**src/rtl/cb_seq_pkg.sv**
```systemverilog
// rtl/cb_seq_pkg.sv - shared types, defaults and helpers for the L1A sequencer
`timescale 1ns/1ps
package cb_seq_pkg;

  localparam int CB_ADDR_W  = 9;
  localparam int CB_LAT_MIN = 2;
  localparam int CB_CNT_W   = 8;

  typedef enum logic [1:0] {
    ST_IDLE = 2'd0,
    ST_FILL = 2'd1,
    ST_RUN  = 2'd2
  } seq_state_e;

  function automatic logic [31:0] sat_inc(input logic [31:0] v, input logic [31:0] max_v);
    return (v >= max_v) ? max_v : v + 32'd1;
  endfunction

endpackage

```
**src/rtl/l1aStrobePipe.sv**
```systemverilog
// rtl/l1aStrobePipe.sv - 3-stage L1A strobe shifter, isolated so it can be triplicated
`timescale 1ns/1ps
module l1aStrobePipe (
  input  logic clk,
  input  logic rstn,
  input  logic i_flush,
  input  logic i_launch,
  output logic o_pre,
  output logic o_mid,
  output logic o_dly
);

  logic [2:0] r_stage;

  always_ff @(posedge clk or negedge rstn) begin
    if (!rstn) begin
      r_stage <= '0;
    end else if (i_flush) begin
      r_stage <= '0;
    end else begin
      r_stage <= {r_stage[1:0], i_launch};
    end
  end

  assign o_pre = r_stage[0];
  assign o_mid = r_stage[1];
  assign o_dly = r_stage[2];

endmodule

```
**src/rtl/cb_l1a_sequencer.sv**
```systemverilog
// rtl/cb_l1a_sequencer.sv - circular-buffer write/latency/L1A strobe sequencer
`timescale 1ns/1ps
module cb_l1a_sequencer
  import cb_seq_pkg::*;
#(
  parameter int ADDR_W  = CB_ADDR_W,
  parameter int LAT_MIN = CB_LAT_MIN,
  parameter int CNT_W   = CB_CNT_W
) (
  input  logic              clk,
  input  logic              rstn,
  input  logic              enable,
  input  logic [ADDR_W-1:0] latencyIn,
  input  logic              l1aIn,
  input  logic              clrCnt,
  output logic              dis,
  output logic [ADDR_W-1:0] wrAddr,
  output logic [ADDR_W-1:0] latencyL1A,
  output logic              L1APre,
  output logic              L1A,
  output logic              L1ADelay,
  output logic              ready,
  output logic              latErr,
  output logic [CNT_W-1:0]  l1aCount,
  output logic [CNT_W-1:0]  dropCount
);

  localparam logic [31:0] CNT_MAX = 32'((1 << CNT_W) - 1);

  seq_state_e        r_state, w_state_nxt;
  logic [ADDR_W-1:0] r_wr_addr, w_wr_addr_nxt;
  logic [ADDR_W-1:0] r_fill_cnt, w_fill_nxt;
  logic [ADDR_W-1:0] r_lat, w_lat_nxt;
  logic              r_lat_err, w_lat_err_nxt;
  logic              r_dis, r_ready;
  logic [CNT_W-1:0]  r_l1a_cnt, r_drop_cnt;
  logic              w_lat_ok, w_accept, w_drop, w_flush, w_launch;

  // Upper bound is the full address range, so only the lower bound can fail.
  assign w_lat_ok = (latencyIn >= ADDR_W'(LAT_MIN));

  always_ff @(posedge clk or negedge rstn) begin
    if (!rstn) begin
      r_state    <= ST_IDLE;
      r_wr_addr  <= '0;
      r_fill_cnt <= '0;
      r_lat      <= '0;
      r_lat_err  <= 1'b0;
      r_dis      <= 1'b1;
      r_ready    <= 1'b0;
    end else begin
      r_state    <= w_state_nxt;
      r_wr_addr  <= w_wr_addr_nxt;
      r_fill_cnt <= w_fill_nxt;
      r_lat      <= w_lat_nxt;
      r_lat_err  <= w_lat_err_nxt;
      r_dis      <= (w_state_nxt == ST_IDLE);
      r_ready    <= (w_state_nxt == ST_RUN);
    end
  end

  always_comb begin
    w_state_nxt   = r_state;
    w_wr_addr_nxt = r_wr_addr;
    w_fill_nxt    = r_fill_cnt;
    w_lat_nxt     = r_lat;
    w_lat_err_nxt = r_lat_err;
    w_accept      = 1'b0;
    w_drop        = 1'b0;
    w_flush       = 1'b0;
    case (r_state)
      ST_IDLE: begin
        w_wr_addr_nxt = '0;
        w_fill_nxt    = '0;
        w_lat_nxt     = latencyIn;
        if (enable) begin
          if (w_lat_ok) begin
            w_state_nxt   = ST_FILL;
            w_lat_err_nxt = 1'b0;
          end else begin
            w_lat_err_nxt = 1'b1;
          end
        end
      end
      ST_FILL: begin
        w_drop = l1aIn;
        if (!enable) begin
          w_state_nxt   = ST_IDLE;
          w_wr_addr_nxt = '0;
          w_fill_nxt    = '0;
          w_flush       = 1'b1;
        end else begin
          w_wr_addr_nxt = r_wr_addr + 1'b1;
          w_fill_nxt    = r_fill_cnt + 1'b1;
          if (r_fill_cnt == r_lat) w_state_nxt = ST_RUN;
        end
      end
      ST_RUN: begin
        w_accept = l1aIn;
        if (!enable) begin
          w_state_nxt   = ST_IDLE;
          w_wr_addr_nxt = '0;
          w_fill_nxt    = '0;
          w_flush       = 1'b1;
        end else begin
          w_wr_addr_nxt = r_wr_addr + 1'b1;
        end
      end
      default: begin
        w_state_nxt = ST_IDLE;
      end
    endcase
  end

  // A trigger coinciding with the run being dropped is counted but never strobed.
  assign w_launch = w_accept & ~w_flush;

  always_ff @(posedge clk or negedge rstn) begin
    if (!rstn) begin
      r_l1a_cnt  <= '0;
      r_drop_cnt <= '0;
    end else if (clrCnt) begin
      r_l1a_cnt  <= '0;
      r_drop_cnt <= '0;
    end else begin
      if (w_accept) r_l1a_cnt <= CNT_W'(sat_inc(32'(r_l1a_cnt), CNT_MAX));
      if (w_drop)   r_drop_cnt <= CNT_W'(sat_inc(32'(r_drop_cnt), CNT_MAX));
    end
  end

  l1aStrobePipe u_strobe_pipe (
    .clk      (clk),
    .rstn     (rstn),
    .i_flush  (w_flush),
    .i_launch (w_launch),
    .o_pre    (L1APre),
    .o_mid    (L1A),
    .o_dly    (L1ADelay)
  );

  assign dis        = r_dis;
  assign ready      = r_ready;
  assign wrAddr     = r_wr_addr;
  assign latencyL1A = r_lat;
  assign latErr     = r_lat_err;
  assign l1aCount   = r_l1a_cnt;
  assign dropCount  = r_drop_cnt;

endmodule

```
**config.mk**
```make
export PLATFORM = sky130hd
export DESIGN_NAME = cb_l1a_sequencer
export DESIGN_NICKNAME = d
export VERILOG_FILES = /design/src/rtl/cb_seq_pkg.sv /design/src/rtl/l1aStrobePipe.sv /design/src/rtl/cb_l1a_sequencer.sv
export SDC_FILE = /design/constraint.sdc
export NUM_CORES = 1
export LEC_CHECK = 0
export CAP_MARGIN = 20
export CORE_UTILIZATION = 40
export DETAILED_ROUTE_END_ITERATION = 6
export GPL_TIMING_DRIVEN = 0
export HOLD_SLACK_MARGIN = 0.1
export SETUP_SLACK_MARGIN = 0.05
export SYNTH_ARGS = -nofsm -noshare
export SYNTH_HDL_FRONTEND = slang
export SYNTH_SLANG_ARGS = --single-unit
```
**constraint.sdc**
```tcl
create_clock -name clk -period 2.1 [get_ports clk]
set_input_delay 0.315 -clock clk [delete_from_list [all_inputs] [get_ports clk]]
set_output_delay 0.315 -clock clk [all_outputs]
set_load 0.01 [all_outputs]
```
==> run metrics, run 1 <==
final WL=5671 um; Post-Syn Area=2675 sq um; root buffer cell=clkbuf_8; class of the most critical hold timing path=input port to register; Final min period=1.790 ns; Total Die Area=7019 sq um; final period utilization=0.8522; Buf+Inv Stages, Crit Path=2; DR iter-0 viols=75; DR pass1 iterations=4; largest net degree at the start of global routing=27; H-tree depth=2; routed vias/inst=5.193; RSZ-0062 raised after global routing=false; max cap viols=0; Slowest-stage cell, CP=dfrtp_1; GR Util All Layers=0.1731; final net count=348; Place WS=0.2328 ns; Detail Placement HPWL=4236 um; most frequent cell after synthesis=dfrtp_1; initial antenna violation count=0; Final setup viols=0; Vias=2,098; die width=83.78 um; CTS sink count=51; reg2reg start=r_state[0]$_DFF_PN0_; crit path max fanout=10; total power=2.820 mW; startpoint types=register; first-pass GRT wire length=9846 um; Hold Vio Cnt, Final=0; Setup TNS Final=0 ns; FMAX=558.8 MHz; Port Buffers=52; vias in the first global route=2,020; Mapped Nets=287; Die Span Y=83.78 um; TritonCTS Buffers=5; CTS tree=yes; gp weighted congestion=0.7398; placed inst area=3307 sq um; CP arrival=2.01 ns; DRC violations left=0; Seq/Total Area, Yosys=0.4775; Core Area=6386 sq um; Clock Latency Late Sink=0.30 ns; ant diodes=0; fin. max-slew vios=0; Final Util=0.5321; CP peak stage delay=0.44 ns; Setup WS post-layout=0.3104 ns; LEAKAGE=1.403 nW; number of flops mapped to enable cells by yosys=0; Worst EP required=2.32 ns; CP Cell Sequence=inv_1 -> ha_1 -> buf_4 -> nor2_1 -> o31ai_1 -> o21ai_2 -> nand2_1 -> a21boi_1; CP endpoint kind=register; synth unique cells=45; Crit. Startpoint=r_state[0]$_DFF_PN0_; delay-heaviest family, CP=compound AO/OA/AOI/OAI gates; Synth top cells by count=dfrtp_1, nor2_1, nand2_1, nand3_1, o21ai_0; most area-consuming cells after synthesis=dfrtp_1, nor2_1, mux2_2; ys async rst share=1.000; maximum vdd drop=0.0003896 V; Area Growth Syn to Fin=27.03%; top cell type by total area after synthesis=dfrtp_1; post-CTS setup buffers=0; Top FF cell, synth=dfrtp_1; critical path class=register to register; PwrDens=829.9 nW/um^2; Worst Tran Pin Value=0.6149 ns; Max Root-Sink Buffers=2; Hold Crit Start=clrCnt; grt ovf=0; Ports=54; status=complete, no violations; routed len/inst=14.04 um; number of synthesized register bits=51; Site Rows=29; area fraction of the dominant cell type after synthesis=0.4677; Syn Inst Count=265; final instance area=3398 sq um; Post-Syn Area per Cell=10.09 sq um; Max Clock Skew=0.006708 ns; Clock Pin Slew Worst Setup and Hold Paths=0.09 ns; layout cells sized above 1=0.1131; Detail Route Antenna Nets=0; Initial Util=0.4189; Synth Warn #=0; Rel. slew slack=0.5901
[report_power, final]
part	leakage [nW]	internal [mW]	switching, mW
Clock	0.0395	0.237	0.306
Sequential	0.682	1.13	0.159
Combinational	0.681	0.520	0.472
[placed cells by master, fill, tap and decap left out, drive strengths merged, types with 2 or more instances in the layout]
cell           instances
clkdlybuf4s50         51
buf                    8
a21oi                 12
ha                     8
xor2                  10
a311oi                 2
nor2                  33
and3                  10
nor4                   4
mux2i                  4
mux2                   9
and2                   3
nand2                 23
o21ai                 14
nand4                  3
clkbuf                10
nor2b                  3
a22o                   2
xnor2                 10
nor3                   8
a211oi                 6
nand3                 20
o31ai                  2
dfrtp                 50
and4                   2
inv                    7
[registers in the layout (all words and copies together), names as in the netlist]
name,flops
dis,1
dropCount,8
l1aCount,8
latErr,1
latencyL1A,9
r_fill_cnt,9
r_state,2
ready,1
u_strobe_pipe.r_stage,3
wrAddr,9
[stage by stage]
step                hold slack, ns  std cells
finish                      0.4058        404
global route                0.4477        404
CTS                         0.4199        404
detailed placement          0.3618        395
global placement            0.4679        394
floorplan                  0.01941        265
[routing by layer]
layer	track usage	part of all wire
met2	0.2757	0.47
met3	0.03858	0.032
met4	0.03236	0.0055
met1	0.2440	0.49
met5	0	0
[area by class of cell]
| type | instances | area (sq um) |
|---|---|---|
| Timing Repair Buffer | 54 | 545.5 |
| Multi-Input combinational cell | 199 | 1328 |
| Fill cell | 588 | 2988 |
| Sequential cell | 51 | 1277 |
| Buffer | 8 | 45.04 |
| Clock buffer | 8 | 80.08 |
| Inverter | 7 | 26.28 |
| Tap cell | 77 | 96.34 |
[worst paths after layout]
path	endpoint	slack, ns	depth (start not counted)
setup / recovery	ready$_DFF_PN0_	0.31	8
hold / removal	l1aCount[1]$_DFFE_PN0P_	0.41	2
setup reg to reg	ready$_DFF_PN0_	0.31	8
hold reg to reg	latErr$_DFFE_PN0P_	0.50	2
max in group asynchronous	dis$_DFF_PN1_	0.92	3
min in group asynchronous	r_fill_cnt[8]$_DFFE_PN0P_	0.55	2
[logic make-up (layout without fill, tap and decap cells)]
logic type,after synthesis,after routing,share of synthesized area
and+or+nand+nor,114,114,0.2339
xor gates and xnor gates,20,20,0.06548
muxes,13,13,0.05285
AOI/OAI and AO/OA,44,44,0.1062
buffers and inverters,15,77,0.02666
DFF,51,51,0.4776
adders and majority gates,8,8,0.03742
[repair_timing]
item | 4_1_cts | 5_1_grt
hold buffers | 1 | 0
setup endpoints to repair | 0 | 1
gates resized for setup | 0 | 1
endpoints found under the hold margin | 25 | 0
(Power assumes the default switching activity.)
==> run 2: changes to the inputs <==
Settings changed: ABC_AREA set to 1.
==> run 2 against run 1 <==
  * The flow now finishes with violations (DRC)
  * Non-clock buffer count shrank 5
  * Die area grew 0.86%
  * Combinational power shrank 12%
  * Cell area grew 1.3%
  * Clock-buffer cell count is the same
  * Fmax grew 4.7%
==> run metrics, run 2 <==
routed len/inst=12.67 um (was 14.04 um); ant diodes=0 (unchanged); area fraction of the dominant cell type after synthesis=0.4636 (was 0.4677); Comb pwr share=0.317 (was 0.352); Synth Area in Adders=0.03709 (was 0.03742); Clock Latency Late Sink=0.30 ns (about the same); Sw Ratio=0.3223 (was 0.3322); Core Area=6422 sq um (was 6386 sq um); Clk network pwr share=0.229 (was 0.193); Worst EP required=2.31 ns (was 2.32 ns); routed vias/inst=4.914 (was 5.193); Initial Util=0.4202 (was 0.4189); Buf+Inv Stages, Crit Path=3 (was 2); FMAX=584.9 MHz (was 558.8 MHz); fin. max-slew vios=0 (unchanged); Syn Inst Count=326 (was 265); TritonCTS Buffers=5 (unchanged); CTS tree=yes (unchanged); largest net degree at the start of global routing=38 (was 27); Detail Route Antenna Nets=0 (unchanged); commonest non-fill, non-tap cell in the layout=nand2_1 (was clkdlybuf4s50_1); layout cells sized above 1=0.08763 (was 0.1131); Pint=1.859 mW (was 1.883 mW); top cell type by total area after synthesis=dfrtp_1 (unchanged); Area Growth Syn to Fin=27.49% (was 27.03%); status=finished with violations (was complete, no violations); post-CTS setup buffers=0 (unchanged); Final setup viols=0 (unchanged); Place WS=0.4011 ns (was 0.2328 ns); Final min period=1.710 ns (was 1.790 ns); CP Cell Sequence=ha_1 -> inv_4 -> nand2_8 -> nor2_4 -> nand2_2 -> nor2_2 -> inv_2 -> o22ai_2 -> nand2_1 -> nand2_1 -> inv_1 (was inv_1 -> ha_1 -> buf_4 -> nor2_1 -> o31ai_1 -> o21ai_2 -> nand2_1 -> a21boi_1); power share of the sequential group=0.454 (was 0.456); final period utilization=0.8141 (was 0.8522); Slowest-stage cell, CP=dfrtp_1 (unchanged); first-pass GRT wire length=10,380 um (was 9846 um); delay-heaviest family, CP=simple AND/OR/NAND/NOR gates (was compound AO/OA/AOI/OAI gates); class of the most critical hold timing path=input port to register (unchanged); crit path max fanout=10 (unchanged); DR iter-0 viols=117 (was 75); Layout Cells excl Fill=465 (was 404); Detail Placement HPWL=4303 um (was 4236 um); Post-Syn Area per Cell=8.279 sq um (was 10.09 sq um); RSZ-0062 raised after global routing=false (unchanged); most frequent cell after synthesis=nand2_1 (was dfrtp_1); Synth top cells by count=nand2_1, dfrtp_1, inv_1, o21ai_0, nor2_1 (was dfrtp_1, nor2_1, nand2_1, nand3_1, o21ai_0); area of the multi-input gates=1202 sq um (was 1328 sq um); DR pass1 iterations=6 (was 4); critical path class=register to register (unchanged); commonest cells after routing, fill and taps aside=nand2_1, clkdlybuf4s50_1, dfrtp_1, inv_1, o21ai_0 (was clkdlybuf4s50_1, dfrtp_1, nor2_1, nand2_1, nand3_1); final net count=409 (was 348); initial antenna violation count=0 (unchanged); Mapped Nets=348 (was 287); largest family of logic cells by synthesized area=simple AND/OR/NAND/NOR gates (unchanged); maximum vdd drop=0.0003319 V (was 0.0003896 V); P_sw=0.8842 mW (was 0.9370 mW); xor and xnor fraction of the mapped netlist area=0.02596 (was 0.06548); Register Area=1277 sq um (unchanged); number of flops mapped to enable cells by yosys=0 (unchanged); Worst Tran Pin Value=0.5070 ns (was 0.6149 ns); Rel. slew slack=0.6620 (was 0.5901); vias in the first global route=2,267 (was 2,020); Port Buffers=52 (unchanged); startpoint types=register (unchanged); max cap viols=0 (unchanged); CP peak stage delay=0.43 ns (was 0.44 ns); Filler cells=609 (was 588); Ports=54 (unchanged); placed inst area=3331 sq um (was 3307 sq um); grt ovf=0 (unchanged); Gates resized, CTS repair=0 (unchanged); failing checks=DRC; final WL=5892 um (was 5671 um); Final Util=0.5357 (was 0.5321); Setup WS post-layout=0.3903 ns (was 0.3104 ns); gp weighted congestion=0.8166 (was 0.7398); Clock Pin Slew Worst Setup and Hold Paths=0.09 ns (about the same); hold_buf cts=1 (unchanged); Hold Vio Cnt, Final=0 (unchanged); Setup TNS Final=0 ns (unchanged); mux cell area share after synthesis=0.02086 (was 0.05285); Synth Warn #=0 (unchanged); Top FF cell, synth=dfrtp_1 (unchanged); H-tree depth=2 (unchanged); Synth Area in Simple Gates=0.2304 (was 0.2339); Seq/Total Area, Yosys=0.4733 (was 0.4775); final instance area=3441 sq um (was 3398 sq um); ys async rst share=1.000 (unchanged); GR Util All Layers=0.1830 (was 0.1731); Vias=2,285 (was 2,098); synth unique cells=36 (was 45); cell mode on critical path=nand2_1; CTS sink count=51 (unchanged); Met2 Routed Length=2718 um (was 2673 um); Synth Area in Compound Gates=0.1312 (was 0.1062); LEAKAGE=1.521 nW (was 1.403 nW); Site Rows=29 (unchanged); Max Clock Skew=0.002470 ns (was 0.006708 ns); wire length on met1=2863 um (was 2787 um); Die Span Y=84.14 um (was 83.78 um); Post-Syn Area=2699 sq um (was 2675 sq um); Max Root-Sink Buffers=2 (unchanged); Total Die Area=7080 sq um (was 7019 sq um); die width=84.14 um (was 83.78 um); number of synthesized register bits=51 (unchanged); CP arrival=1.92 ns (was 2.01 ns); DRC violations left=4 (was 0); root buffer cell=clkbuf_8 (unchanged); most area-consuming cells after synthesis=dfrtp_1, nand2_1, inv_1 (was dfrtp_1, nor2_1, mux2_2); PwrDens=797.3 nW/um^2 (was 829.9 nW/um^2); highest metal layer with signal wires=met4 (unchanged); Placed Instances=456 (was 395); CP endpoint kind=register (unchanged); metal3 WL=242 um (was 180 um)
## run 2: power groups by stage
stage	Combinational [mW]	Clock (mW)	Sequential (mW)
finish	0.869	0.629	1.25
global route	0.980	0.695	1.27
CTS	0.886	0.657	1.25
detailed placement	0.881	0	1.27
global placement	0.870	0	1.26
floorplan	0.431	0	1.30
## run 2: layer usage
metal | track usage | vias to the layer above
met3 | 0.03540 | 6
met5 | 0 | -
met2 | 0.3092 | 41
met4 | 0.05172 | 0
met1 | 0.2404 | 1058
li1 | - | 1180
## run 2: cell families (layout without fill, tap and decap cells)
kind of cell    after synthesis  in the layout
buf+inv                      55            117
mux                           5              5
flops                        51             51
compound gates               64             64
xor+xnor                      8              8
simple gates                135            135
fa+ha+maj                     8              8
## run 2: through the flow
step / power, mW / hold WS, ns
6_report: 2.743 / 0.3019
5_1_grt: 2.942 / 0.3058
4_1_cts: 2.792 / 0.2952
3_5_place_dp: 2.148 / 0.2573
3_3_place_gp: 2.134 / 0.5161
2_1_floorplan: 1.728 / 0.01941
## run 2: final timing paths
kind,cells after the start,slack [ns],end,from
max in group asynchronous,3,1.07,dis$_DFF_PN1_,rstn
min in group asynchronous,2,0.45,latencyL1A[4]$_DFFE_PN0P_,rstn
hold / removal,3,0.30,u_strobe_pipe.r_stage[0]$_DFF_PN0_,enable
setup / recovery,11,0.39,r_fill_cnt[7]$_DFFE_PN0P_,r_state[0]$_DFF_PN0_
setup reg to reg,11,0.39,r_fill_cnt[7]$_DFFE_PN0P_,r_state[0]$_DFF_PN0_
hold reg to reg,2,0.54,r_fill_cnt[8]$_DFFE_PN0P_,r_fill_cnt[8]$_DFFE_PN0P_
## run 2: cell type report
| class | instances | area share |
|---|---|---|
| buffer | 3 | 0.006182 |
| clock buffer | 8 | 0.02909 |
| inverter | 52 | 0.05745 |
| multi-input combinational | 220 | 0.3495 |
| sequential | 51 | 0.3713 |
| tap | 77 | 0.02800 |
| timing repair buffer | 54 | 0.1585 |
## run 2: worst register-to-register path: cells and delay by family, from the launching register on
| family | cells | cell delay, ns |
|---|---|---|
| and+or+nand+nor | 6 | 0.48 |
| DFF | 1 | 0.43 |
| adders and majority gates | 1 | 0.33 |
| buffers and inverters | 3 | 0.26 |
| AOI/OAI and AO/OA | 1 | 0.11 |
